--- config.mk ---
export PLATFORM = sky130hd
export DESIGN_NAME = pipe_stage_chain
export DESIGN_NICKNAME = d
export VERILOG_FILES = /design/src/rtl/pipe_stage_chain.sv
export SDC_FILE = /design/constraint.sdc
export NUM_CORES = 1
export LEC_CHECK = 0
export BUFFER_PORTS_ARGS = -buffer_cell sky130_fd_sc_hd__buf_2
export CELL_PAD_IN_SITES_DETAIL_PLACEMENT = 0
export CELL_PAD_IN_SITES_GLOBAL_PLACEMENT = 1
export CORE_ASPECT_RATIO = 0.6
export CORE_MARGIN = 2
export CORE_UTILIZATION = 33
export CTS_BUF_LIST = sky130_fd_sc_hd__clkbuf_4 sky130_fd_sc_hd__clkbuf_8
export CTS_CLUSTER_SIZE = 20
export DETAILED_ROUTE_END_ITERATION = 7
export PLACE_DENSITY = 0.66
export SLEW_MARGIN = 20
export SYNTH_ARGS = -nofsm -noshare
export SYNTH_HDL_FRONTEND = slang
export SYNTH_SLANG_ARGS = --single-unit
--- constraint.sdc ---
create_clock -name clk_i -period 6.55 [get_ports clk_i]
set_input_delay 0.3275 -clock clk_i [delete_from_list [all_inputs] [get_ports clk_i]]
set_output_delay 0.3275 -clock clk_i [all_outputs]
set_load 0.02 [all_outputs]
--- src/rtl/pipe_stage_chain.sv ---
// pipe_stage_chain: a chain of DEPTH elastic pipeline registers, each WIDTH bits wide.
//
// Each stage has a valid bit and a data register. Items move forward under a
// valid/ready handshake. The ready chain is combinational from out_ready_i back
// to in_ready_o, so there is no skid buffer and throughput stays at one item per
// cycle. Each stage can be held (stalled) or flushed (killed) on its own.
//
// Ports:
//   clk_i          clock; all state updates on the rising edge
//   rst_i          asynchronous reset, active-low
//   in_valid_i     producer offers in_data_i
//   in_ready_o     stage 0 accepts this cycle
//   in_data_i      payload into stage 0
//   out_valid_o    last stage holds a live (unflushed) item
//   out_ready_i    consumer takes the output item
//   out_data_o     payload of the last stage
//   hold_i         bit k: stage k must not advance this cycle
//   flush_i        bit k: kill the start-of-cycle item in stage k
//   stage_valid_o  registered valid bit per stage
//   stage_data_o   registered data per stage, stage k at [k*WIDTH +: WIDTH]
//   occupancy_o    popcount of stage_valid_o
//   drop_cnt_o     saturating count of valid items killed by flush
module pipe_stage_chain #(
  parameter int unsigned WIDTH  = 32,
  parameter int unsigned DEPTH  = 4,
  parameter int unsigned DROP_W = 16
) (
  input  logic                         clk_i,
  input  logic                         rst_i,
  input  logic                         in_valid_i,
  output logic                         in_ready_o,
  input  logic [WIDTH-1:0]             in_data_i,
  output logic                         out_valid_o,
  input  logic                         out_ready_i,
  output logic [WIDTH-1:0]             out_data_o,
  input  logic [DEPTH-1:0]             hold_i,
  input  logic [DEPTH-1:0]             flush_i,
  output logic [DEPTH-1:0]             stage_valid_o,
  output logic [DEPTH*WIDTH-1:0]       stage_data_o,
  output logic [$clog2(DEPTH+1)-1:0]   occupancy_o,
  output logic [DROP_W-1:0]            drop_cnt_o
);

  localparam int unsigned OccW = $clog2(DEPTH + 1);
  localparam int unsigned SumW = ((DROP_W > OccW) ? DROP_W : OccW) + 1;

  logic [DEPTH-1:0] v_q, v_d;
  logic [WIDTH-1:0] d_q [DEPTH];
  logic [WIDTH-1:0] d_d [DEPTH];
  logic [DROP_W-1:0] drop_q, drop_d;

  logic [DEPTH:0]   acc;
  logic [DEPTH-1:0] ev, mv, ld;
  logic [OccW-1:0]  occ, kill_cnt;
  logic [SumW-1:0]  drop_sum;

  // Handshake chain, walked from the output back to the input.
  always_comb begin
    acc        = '0;
    ev         = '0;
    mv         = '0;
    acc[DEPTH] = out_ready_i;
    for (int k = DEPTH - 1; k >= 0; k--) begin
      ev[k]  = v_q[k] & ~flush_i[k];
      mv[k]  = ev[k] & ~hold_i[k] & acc[k+1];
      acc[k] = ~ev[k] | mv[k];
    end
  end

  // Next-state: a stage either loads from upstream or keeps its surviving item.
  // An item moving into a flushed stage is kept; flush only kills old contents.
  always_comb begin
    ld    = '0;
    ld[0] = in_valid_i & acc[0];
    for (int k = 1; k < DEPTH; k++) begin
      ld[k] = mv[k-1];
    end
    for (int k = 0; k < DEPTH; k++) begin
      v_d[k] = ld[k] | (ev[k] & ~mv[k]);
      d_d[k] = d_q[k];
    end
    if (ld[0]) d_d[0] = in_data_i;
    for (int k = 1; k < DEPTH; k++) begin
      if (ld[k]) d_d[k] = d_q[k-1];
    end
  end

  // Occupancy and drop counting.
  always_comb begin
    occ      = '0;
    kill_cnt = '0;
    for (int k = 0; k < DEPTH; k++) begin
      occ      = occ + OccW'(v_q[k]);
      kill_cnt = kill_cnt + OccW'(v_q[k] & flush_i[k]);
    end
    drop_sum = SumW'(drop_q) + SumW'(kill_cnt);
    // Saturate instead of wrapping.
    if (drop_sum > SumW'({DROP_W{1'b1}})) drop_d = '1;
    else                                  drop_d = drop_sum[DROP_W-1:0];
  end

  always_ff @(posedge clk_i or negedge rst_i) begin
    if (!rst_i) begin
      v_q    <= '0;
      drop_q <= '0;
      for (int k = 0; k < DEPTH; k++) d_q[k] <= '0;
    end else begin
      v_q    <= v_d;
      drop_q <= drop_d;
      for (int k = 0; k < DEPTH; k++) d_q[k] <= d_d[k];
    end
  end

  always_comb begin
    for (int k = 0; k < DEPTH; k++) begin
      stage_data_o[k*WIDTH +: WIDTH] = d_q[k];
    end
  end

  assign in_ready_o    = acc[0];
  assign out_valid_o   = ev[DEPTH-1];
  assign out_data_o    = d_q[DEPTH-1];
  assign stage_valid_o = v_q;
  assign occupancy_o   = occ;
  assign drop_cnt_o    = drop_q;

endmodule

Yosys cells after proc, flatten, opt, wreduce, memory -nomap -nowiden

Index checks and enable logic that the tools add are counted.

Flip-flop bits (word level): 148
Bits of input ports: 44
Output and inout port bits: 185

$add $sub $neg: 7
Order comparisons: 1
Muxes and demuxes: 1
Bitwise operators: 45

Operator list:

| kind                 | number |
|---|---|
| $and 1x1->1          | 21 |
| $add 16x3->17        | 1 |
| $gt 17x16->1 const B | 1 |
| $mux 16              | 1 |
| $not 1->1            | 16 |
| $or 1x1->1           | 8 |
| $add 2x1->3          | 2 |
| $add 3x1->3          | 2 |
| $add 1x1->2          | 2 |

Logic depth before layout (Yosys ltp)

Gate-level depths: netlist of the first run.

Depth after elaboration: 13
Gate-level depth with buffers: 10
Mapped depth without buffers: 9

Least setup slack after synthesis of the first run

No wires, ideal clock.

Path kind: register to register
Start point: register v_q[0] (netlist: stage_valid_o[0])
End point: register drop_q[0] (netlist: drop_cnt_o[0])
Arrival time: 2,853 ps
Data required time: 6,485 ps
Setup slack: 3,631 ps
Cell stages (with the launch flop): 11
Buffers on the path: 1
Path through: dfrtp_1 > nand2_1 > fa_1 > fa_1 > inv_1 > fa_1 > nand4_1 > nor3_1 > nand3_1 > buf_2 > nand2_1

Longest elaborated chain between the ends: 7

RTL lines:

| what                   | line | RTL |
|---|---|---|
| from (decl)            | 47   | `logic [DEPTH-1:0] v_q, v_d;` |
| from (signal assigned) | 108  | `v_q <= v_d;` |
| $and 1x1->1 (*)        | 94   | `kill_cnt = kill_cnt + OccW'(v_q[k] & flush_i[k]);` |
| $add 1x1->2 (*)        | 94   |  |
| $add 2x1->3 (*)        | 94   |  |
| $add 3x1->3 (*)        | 94   |  |
| $add 16x3->17 (*)      | 96   | `drop_sum = SumW'(drop_q) + SumW'(kill_cnt);` |
| $gt 17x16->1           | 98   | `if (drop_sum > SumW'({DROP_W{1'b1}})) drop_d = '1;` |
| $mux 16 (*)            | 98   |  |
| named net drop_d[0]    | 50   | `logic [DROP_W-1:0] drop_q, drop_d;` |
| to (signal assigned)   | 109  | `drop_q <= drop_d;` |
| to (decl)              | 50   |  |

The timed path passes the listed nets; every way through them passes the cells marked *.
A chain may end at the register's enable or synchronous reset.

Worst setup path in the final report of the first run

Start point: register v_q[0] (netlist: stage_valid_o[0])
End point: register drop_q[4] (netlist: drop_cnt_o[4])

The elaborated chain is that of the path after synthesis.

==> reports/results.txt, run 1 <==
Of the cells placed in the final design, the portion with a size suffix greater than 1 is 62.9%. Once placement finished, the instance area stood at 0.00745 sq mm. The flow ran to the end, and the final reports show no timing, DRC or antenna violations. Summing over every cut layer, the via total after detailed routing is 4066. Setup total negative slack on the finished layout was measured at 0 ns. Leaving out fill and tap cells, the most frequent cell in the layout is sky130_fd_sc_hd__buf_2. Traced cell by cell, the critical path runs through nand2_1, fa_1, fa_1, inv_1, fa_1, nand4_1, nor3_1, nand3_1, o21ai_0.

The number of standard cells in the final layout excluding fillers is 884. The first routing iteration left 126 violations. For this run, the register share of the synthesized area comes to 58.7%. For the total die area, the log shows 0.0203 sq mm. The slowest stage of the critical path belongs to the cell sky130_fd_sc_hd__nor3_1. Entering global routing, the biggest net connects 88 pins. Final count of pins violating max slew: 0.

The post-placement cell count was 851. The congestion estimate from routability-driven global placement came to 0.756. The number of buffers and inverters on the critical path was 1. Measured along the y axis, the die boundary spans 111 microns. After synthesis, the netlist uses 40 different library cells. TritonCTS built the clock tree. At the worst endpoint, the arrival time is 3.67 ns. Worst hold-check path type: in2reg.

The largest stage delay on the critical path was 0.51 ns; the number of CTS-inserted buffers was 17. The smallest clock period supported by the final layout is computed as 3.32 ns. In the global route stage, overall resource usage came out at 15.2%. The run gives 6.22 mm as the total length of routed met2 wires.

The count of final hold-check violations was 0. After synthesis, the cell types taking the most area are sky130_fd_sc_hd__dfrtp_1 (59%), sky130_fd_sc_hd__mux2_2 (18%), sky130_fd_sc_hd__mux2_4 (7.1%). The number of search-and-repair iterations in the first detailed-routing pass is 4. The floorplan step set the die width to 183 microns.

Counting flops with a built-in enable in the synthesized netlist gives 0. The clock passes through at most 2 buffers. At the end of the flow, the number of nets in the layout was 676. The first-pass GRT wire length came out at 23.5 mm.

At the later pin of the worst-skew pair, clock insertion delay measures 0.45 ns. STA classifies the critical path startpoint as a flip-flop. Dividing the synthesized area by the synthesized cell count gives 15.1 sq um. The cell depth of the worst hold path is 2, and the total number of clock tree sinks is 148.

The run gives 0.0189 sq mm as the placeable core region. For this configuration, the core starts out at a cell density of 33.4%. The logs give 0 for the initial antenna violation count and 0.0169 ns for the clock tree skew after final layout. The synthesized design contains 148 register bits. Share of Yosys cell area claimed by the top area cell type: 58.7%. Cells fill 41.5% of the core in the end.

The cell count after synthesis came out at 419. By startpoint and endpoint, the worst setup path is classified as reg2reg. The floorplan has 39 rows.

Measured in cells, the most critical reg-to-reg path has a length of 9. STA classifies the critical path endpoint as a flip-flop. In this run the power density over the cells is 427 mW/mm^2.

After clock tree synthesis, the clock-pin slew on the worst setup and hold paths is 0.09 ns. The final hold slack was 0.0833 ns. From synthesis to final layout, the design area changed by 24.2%. The cell class contributing the biggest share of worst-path delay is simple AND/OR/NAND/NOR gates. The library cells used most frequently in the layout, excluding fill and tap cells, are sky130_fd_sc_hd__buf_2 (227), sky130_fd_sc_hd__dfrtp_1 (148), sky130_fd_sc_hd__mux2_2 (99).

The met3 routed wirelength came out at 1.09 mm. Synthesis produced a netlist with a net count of 470. The average vias per placed instance was 4.60; the synthesis warning total was 0.

The largest area contributor in the synthesized netlist is sky130_fd_sc_hd__dfrtp_1. Highest layer used for signal routing: met4. The run gives 0 as the remaining global-route overflow. The most numerous cell type found on the critical path is sky130_fd_sc_hd__fa_1. After layout, the worst path uses 50.6% of the clock period. Setup violations remaining at the end of the flow were counted as 0. In the final routing, the length of wire on met1 measures 7.22 mm.

In this run the remaining antenna-violating nets after routing total 0. In this run the number of cells on the critical path is 9. The tools report the relative slew slack as 35.8%. For the worst supply voltage drop on vdd, the log shows 225 uV.

The H-tree was split into 4 levels. The total of cells resized after clock tree synthesis came out at 0. The tools report the root buffer cell as sky130_fd_sc_hd__clkbuf_8. The number of I/O port buffers is 228, and the cell area after layout is 0.00784 sq mm. The per-cell routed wire length came out at 16.7 microns. Data on the critical path is required at its endpoint by 6.91 ns.

Summed over all nets, the half-perimeter wirelength after detailed placement is 10.4 mm. The tool flagged a number of max-cap violations equal to 0. The logs give 302 MHz for the highest clock rate and 0 for the total inserted antenna cells. The share of flip-flops with an asynchronous set or reset is 100%, and the total detailed-routing wirelength is 14.7 mm.

Largest fanout on the critical path: 13. The number of remaining DRC errors is 0, and the number of I/O pins is 229. Setup repair after global routing left no endpoint under its margin.

The actual transition at the worst max-transition pin is 0.964 ns. Summed over all cells, the static leakage comes to 0.00408 uW. The cell area after synthesis came out at 0.00631 sq mm.

Among all flip-flop cells after synthesis, the most frequent one is sky130_fd_sc_hd__dfrtp_1. Number of global-route vias before repair: 4200.
-- layout make-up --
class / instances / area (sq um)
clock buffer: 18 / 241
inverter: 9 / 33.8
sequential: 148 / 3700
multi-input combinational: 217 / 2230
clock inverter: 14 / 143
fill: 1793 / 11000
timing repair buffer: 232 / 1180
tap: 246 / 308
-- through the flow --
| stage | total power [uW] | worst slack [ns] |
|---|---|---|
| finish | 3350 | 3.23 |
| global route | 3540 | 2.92 |
| CTS | 3390 | 3.19 |
| detailed placement | 2680 | 3.24 |
| global placement | 2660 | 3.30 |
| floorplan | 2270 | 3.63 |
-- final timing paths --
path | end | from | slack [ns]
max | drop_cnt_o[4] | stage_valid_o[0] | 3.23
min | stage_valid_o[1] | hold_i[0] | 0.08
max reg2reg | drop_cnt_o[4] | stage_valid_o[0] | 3.23
min reg2reg | stage_data_o[84] | stage_data_o[52] | 0.52
max in group asynchronous | stage_data_o[39] | rst_i | 4.71
min in group asynchronous | stage_data_o[55] | rst_i | 0.47
-- state kept, by name, indices dropped and copies added, names as in the netlist --
signal and cells:
stage_valid_o 4, drop_cnt_o 16, stage_data_o 96, out_data_o 32
-- synth_stat cells (2+ instances only) --
library cell                instances
sky130_fd_sc_hd__o2111ai_1          3
sky130_fd_sc_hd__inv_1              9
sky130_fd_sc_hd__nand2_1           20
sky130_fd_sc_hd__a31oi_1            2
sky130_fd_sc_hd__nand3_1            4
sky130_fd_sc_hd__nor2b_1            3
sky130_fd_sc_hd__mux2_2            99
sky130_fd_sc_hd__o21ai_0            4
sky130_fd_sc_hd__buf_12             3
sky130_fd_sc_hd__fa_1               4
sky130_fd_sc_hd__xnor2_1            3
sky130_fd_sc_hd__ha_1               3
sky130_fd_sc_hd__mux2_4            30
sky130_fd_sc_hd__buf_4             35
sky130_fd_sc_hd__xor2_1             6
sky130_fd_sc_hd__nand4_1            3
sky130_fd_sc_hd__and3_1             5
sky130_fd_sc_hd__buf_2              7
sky130_fd_sc_hd__dfrtp_1          148
sky130_fd_sc_hd__nand2b_4           2
sky130_fd_sc_hd__nand2b_1           4
sky130_fd_sc_hd__nor2_1             4
-- routing by layer --
layer | up-vias | track usage, %
li1 | 1849 | -
met1 | 2061 | 21.5
met2 | 143 | 21.4
met3 | 13 | 5.49
met4 | 0 | 5.48
met5 | - | 0
-- repair_timing --
item / 4_1_cts / 5_1_grt
endpoints found under the hold margin: 86 / 0
buffers inserted: 0 / 0
hold buffers: 1 / 0
endpoints found under the setup margin: 0 / 0
-- logic make-up after synthesis --
group           synth area share (%)
simple gates                    4.40
xor+xnor                        1.25
mux                             25.0
compound gates                  2.68
flops                           58.7
buf+inv                         6.20
fa+ha+maj                       1.86
-- where the power goes --
part           leakage (uW)  switching [uW]  total (uW)  internal (uW)
clock network      0.000192             382         698            316
logic               0.00206             735        1220            489
registers           0.00182             233        1430           1190
total               0.00408            1350        3350           2000
Note: power is estimated with default switching activity, not from simulation.
==> run 2: changes to the inputs <==
ABC_AREA = 1   (was not set)
PLACE_DENSITY = 0.7   (was 0.66)
clock period = 3.13 ns   (was 6.55 ns; I/O delays follow)
==> reports/results.txt, run 2 <==
The tools report the final hold slack as 0.0489 ns. Dividing the detail-routed wire length by the instance count gives 15.6 microns. The time the final worst path needs with I/O delays and setup is 2.89 ns, and the final net count is 945. Number of setup violations in the final report: 0. The flow ran to the end, and the final reports show no timing, DRC or antenna violations.

The count of vias placed by the detailed router was 5138. The library cell used most frequently in the layout, excluding fill and tap cells, is sky130_fd_sc_hd__buf_2. Post-route antenna net violation count: 0. After detailed routing, the total wire length is 18.0 mm. The worst register-to-register path begins at stage_valid_o[0]. Dividing the synthesized area by the synthesized cell count gives 9.40 sq um. After synthesis, the most frequently instantiated cells are sky130_fd_sc_hd__nand2_1 (184), sky130_fd_sc_hd__dfrtp_1 (148), sky130_fd_sc_hd__nand3_1 (65), sky130_fd_sc_hd__inv_1 (52), sky130_fd_sc_hd__nor2_1 (44). The initialized floorplan defines 39 standard-cell rows.

The fraction of the cycle the final worst path needs was 92.3%; the relative slew slack was 49.7%. Final count of pins violating max slew: 0. The worst reg2reg path depth is 13, and the clock tree skew after final layout is 0.0139 ns. Ranked by total cell area, the synthesized netlist is headed by sky130_fd_sc_hd__dfrtp_1 (59%), sky130_fd_sc_hd__nand2_1 (11%), sky130_fd_sc_hd__nand3_1 (5.2%).

The worst setup path is captured at a flip-flop. The number of search-and-repair iterations in the first detailed-routing pass is 6, and the number of flops mapped to enable cells by yosys is 0. The number of flip-flops in the largest register is 96. The congestion estimate from routability-driven global placement came to 0.817. The worst setup path is launched from a flip-flop. In this run the count of I/O pins placed on the die edge is 229. For the final routed database, the setup TNS stands at 0 ns. Combined flip-flop and latch cell area: 0.00370 sq mm.

Counting every instance in the synthesized netlist gives 670. The die covers 0.0202 sq mm. The floorplan step set the die height to 111 microns. In this run the number of H-tree levels came out at 4. The cell sitting at the root of the clock tree is a sky130_fd_sc_hd__clkbuf_8. The logs give 721 for the post-synthesis net count and 17 for the number of CTS-inserted buffers. Horizontal die dimension: 182 microns. Once placement completed, the tool counted placed cells totaling 1085. Startpoint of the lowest-slack hold path: hold_i[3].

The largest area contributor in the synthesized netlist was sky130_fd_sc_hd__dfrtp_1. The arrival time at the worst endpoint was 3.26 ns. Summed over all nets, wire length on met3 after detailed routing comes to 862 microns. The highest clock rate is 346 MHz. The number of I/O port buffers came out at 228. Gates resized during post-CTS repair numbered 0.

The iteration-0 DRC count of the detailed router was 267; the largest fanout on the critical path was 12. The first global-routing pass estimated 28.0 mm of wire. Global routing finished with a remaining overflow of 0. Data on the critical path is required at its endpoint by 3.51 ns. The highest layer used for signal routing was met4. Cell depth of the worst hold path: 5.

The number of global-route vias before repair was 4798; the layout cell share with drive strength beyond 1 was 31.4%. The worst supply voltage drop on vdd is 378 uV. The repair_antennas step left the layout with diodes totalling 0. In this run the deepest clock path goes through 2 buffers. The area used by multi-input combinational logic came out at 0.00196 sq mm. Setup repair after global routing left no endpoint under its margin.

Of the synthesized area, sequential elements account for 58.8%. For this configuration, the core starts out at a cell density of 33.3%. In the layout the commonest cells are sky130_fd_sc_hd__buf_2 (227), sky130_fd_sc_hd__nand2_1 (184), sky130_fd_sc_hd__dfrtp_1 (148). Entering global routing, the biggest net connects 73 pins. Most frequently used flop master after synthesis: sky130_fd_sc_hd__dfrtp_1.

The insertion delay of the later-clocked pin in the worst-skew pair came out at 0.45 ns. For the post-CTS setup buffer count, the log shows 0. Dividing total power by cell area gives a power density of 866 mW/mm^2. The worst hold-check path type is in2reg. The synthesis warning total was 0; the wire length on met1 was 9.83 mm.

By instance count, the leading cell after synthesis is sky130_fd_sc_hd__nand2_1. The run gives 1932 as the fill cell total of the finished layout. Summing every instance area after synthesis gives 0.00630 sq mm. For the pin with the worst max-slew slack, the measured transition is 0.755 ns. The overall routing resource usage was 18.2%. The total length of routed met2 wires came out at 7.17 mm. In the routed layout, each cell is associated on average with a via count of 4.46.

The share of flip-flops with an asynchronous set or reset works out to 100%. In the routed design, unresolved DRC markers number 0. The HPWL after detailed placement is 12.6 mm, and the count of hold-fix buffers inserted at cts is 36. The logs give 0.00451 uW for the leakage power and 0 for the reported max-cap violation count. The critical path in this run is classified as reg2reg. Placeable core region: 0.0189 sq mm. Compared with the post-synthesis result, the final layout area differs by 29.0%.

In this run, synthesis produced a sequential element count of 148. The clock-pin slew reported for the worst setup and hold paths after clock tree synthesis was 0.09 ns. The initial antenna violation count was 0.

The most critical setup path has its startpoint at stage_valid_o[0]. For the count of final hold-check violations, the log shows 0. The run gives 7040 uW as the power after layout. Share of Yosys cell area claimed by the top area cell type: 58.8%. The synthesized netlist contains 32 unique library cells. The finished layout holds 1153 standard cells, fillers aside. The clock drives 148 sinks. TritonCTS built the clock tree.
-- run 2: changes by cell type in the layout (fill, tap and decap cells not counted), moves of 5 or more --
cell / before / now
sky130_fd_sc_hd__inv_1: 9 / 52
sky130_fd_sc_hd__o21ai_0: 4 / 38
sky130_fd_sc_hd__a21oi_1: 1 / 35
sky130_fd_sc_hd__and3_1: 5 / 0
sky130_fd_sc_hd__nor2_1: 4 / 44
sky130_fd_sc_hd__mux2_4: 30 / 0
sky130_fd_sc_hd__nand2_1: 19 / 184
sky130_fd_sc_hd__dlygate4sd3_1: 1 / 36
sky130_fd_sc_hd__mux2_2: 99 / 6
sky130_fd_sc_hd__nand3_1: 4 / 65
-- run 2: final timing paths --
path	endpoint	slack (ns)
max	drop_cnt_o[4]	0.24
min	stage_valid_o[3]	0.05
max reg2reg	drop_cnt_o[4]	0.24
min reg2reg	stage_data_o[8]	0.50
max in group asynchronous	stage_data_o[16]	2.06
min in group asynchronous	drop_cnt_o[11]	0.26
-- run 2: critical path, cell delays in order, from the launching register on --
cell	delay, ns
sky130_fd_sc_hd__dfrtp_1	0.39
sky130_fd_sc_hd__nand2_1	0.09
sky130_fd_sc_hd__fa_1	0.48
sky130_fd_sc_hd__fa_1	0.42
sky130_fd_sc_hd__inv_1	0.09
sky130_fd_sc_hd__fa_1	0.20
sky130_fd_sc_hd__nand3_1	0.13
sky130_fd_sc_hd__nor2_2	0.17
sky130_fd_sc_hd__nand2_1	0.08
sky130_fd_sc_hd__inv_2	0.09
sky130_fd_sc_hd__nand2_1	0.07
sky130_fd_sc_hd__nor2_1	0.15
sky130_fd_sc_hd__nand2_1	0.28
sky130_fd_sc_hd__o21ai_0	0.17
-- run 2: kinds of logic after synthesis --
group / after synthesis / share of synthesized area [%]
AOI/OAI and AO/OA: 76 / 6.10
xor gates and xnor gates: 5 / 0.696
adders and majority gates: 7 / 1.87
buffers and inverters: 118 / 10.0
DFF: 148 / 58.8
muxes: 6 / 1.07
and+or+nand+nor: 310 / 21.4
-- run 2: final cells by class --
type,instances,area share (%)
timing repair buffer,269,19.2
tap,246,3.79
inverter,54,2.49
sequential,148,45.6
clock buffer,17,2.88
clock inverter,15,1.94
multi-input combinational,404,24.1
-- run 2: report_power, final --
group	switching [uW]	total [uW]	internal [uW]
Clock	852	1520	666
Sequential	444	2910	2460
Combinational	1760	2610	855
Total	3060	7040	3980
-- run 2: routing by layer --
layer	vias up	track usage, %
met4	0	4.57
met2	151	23.6
met1	2439	29.3
li1	2541	-
met3	7	4.86
met5	-	0
-- run 2: stage by stage --
stage | area, sq um | setup slack, ns | util [%]
floorplan | 6300 | 0.447 | -
global placement | 7370 | 0.358 | 39.0
detailed placement | 7370 | 0.232 | 39.0
CTS | 8120 | 0.225 | 43.0
global route | 8120 | 0.00222 | 43.0
finish | 8120 | 0.240 | 43.0
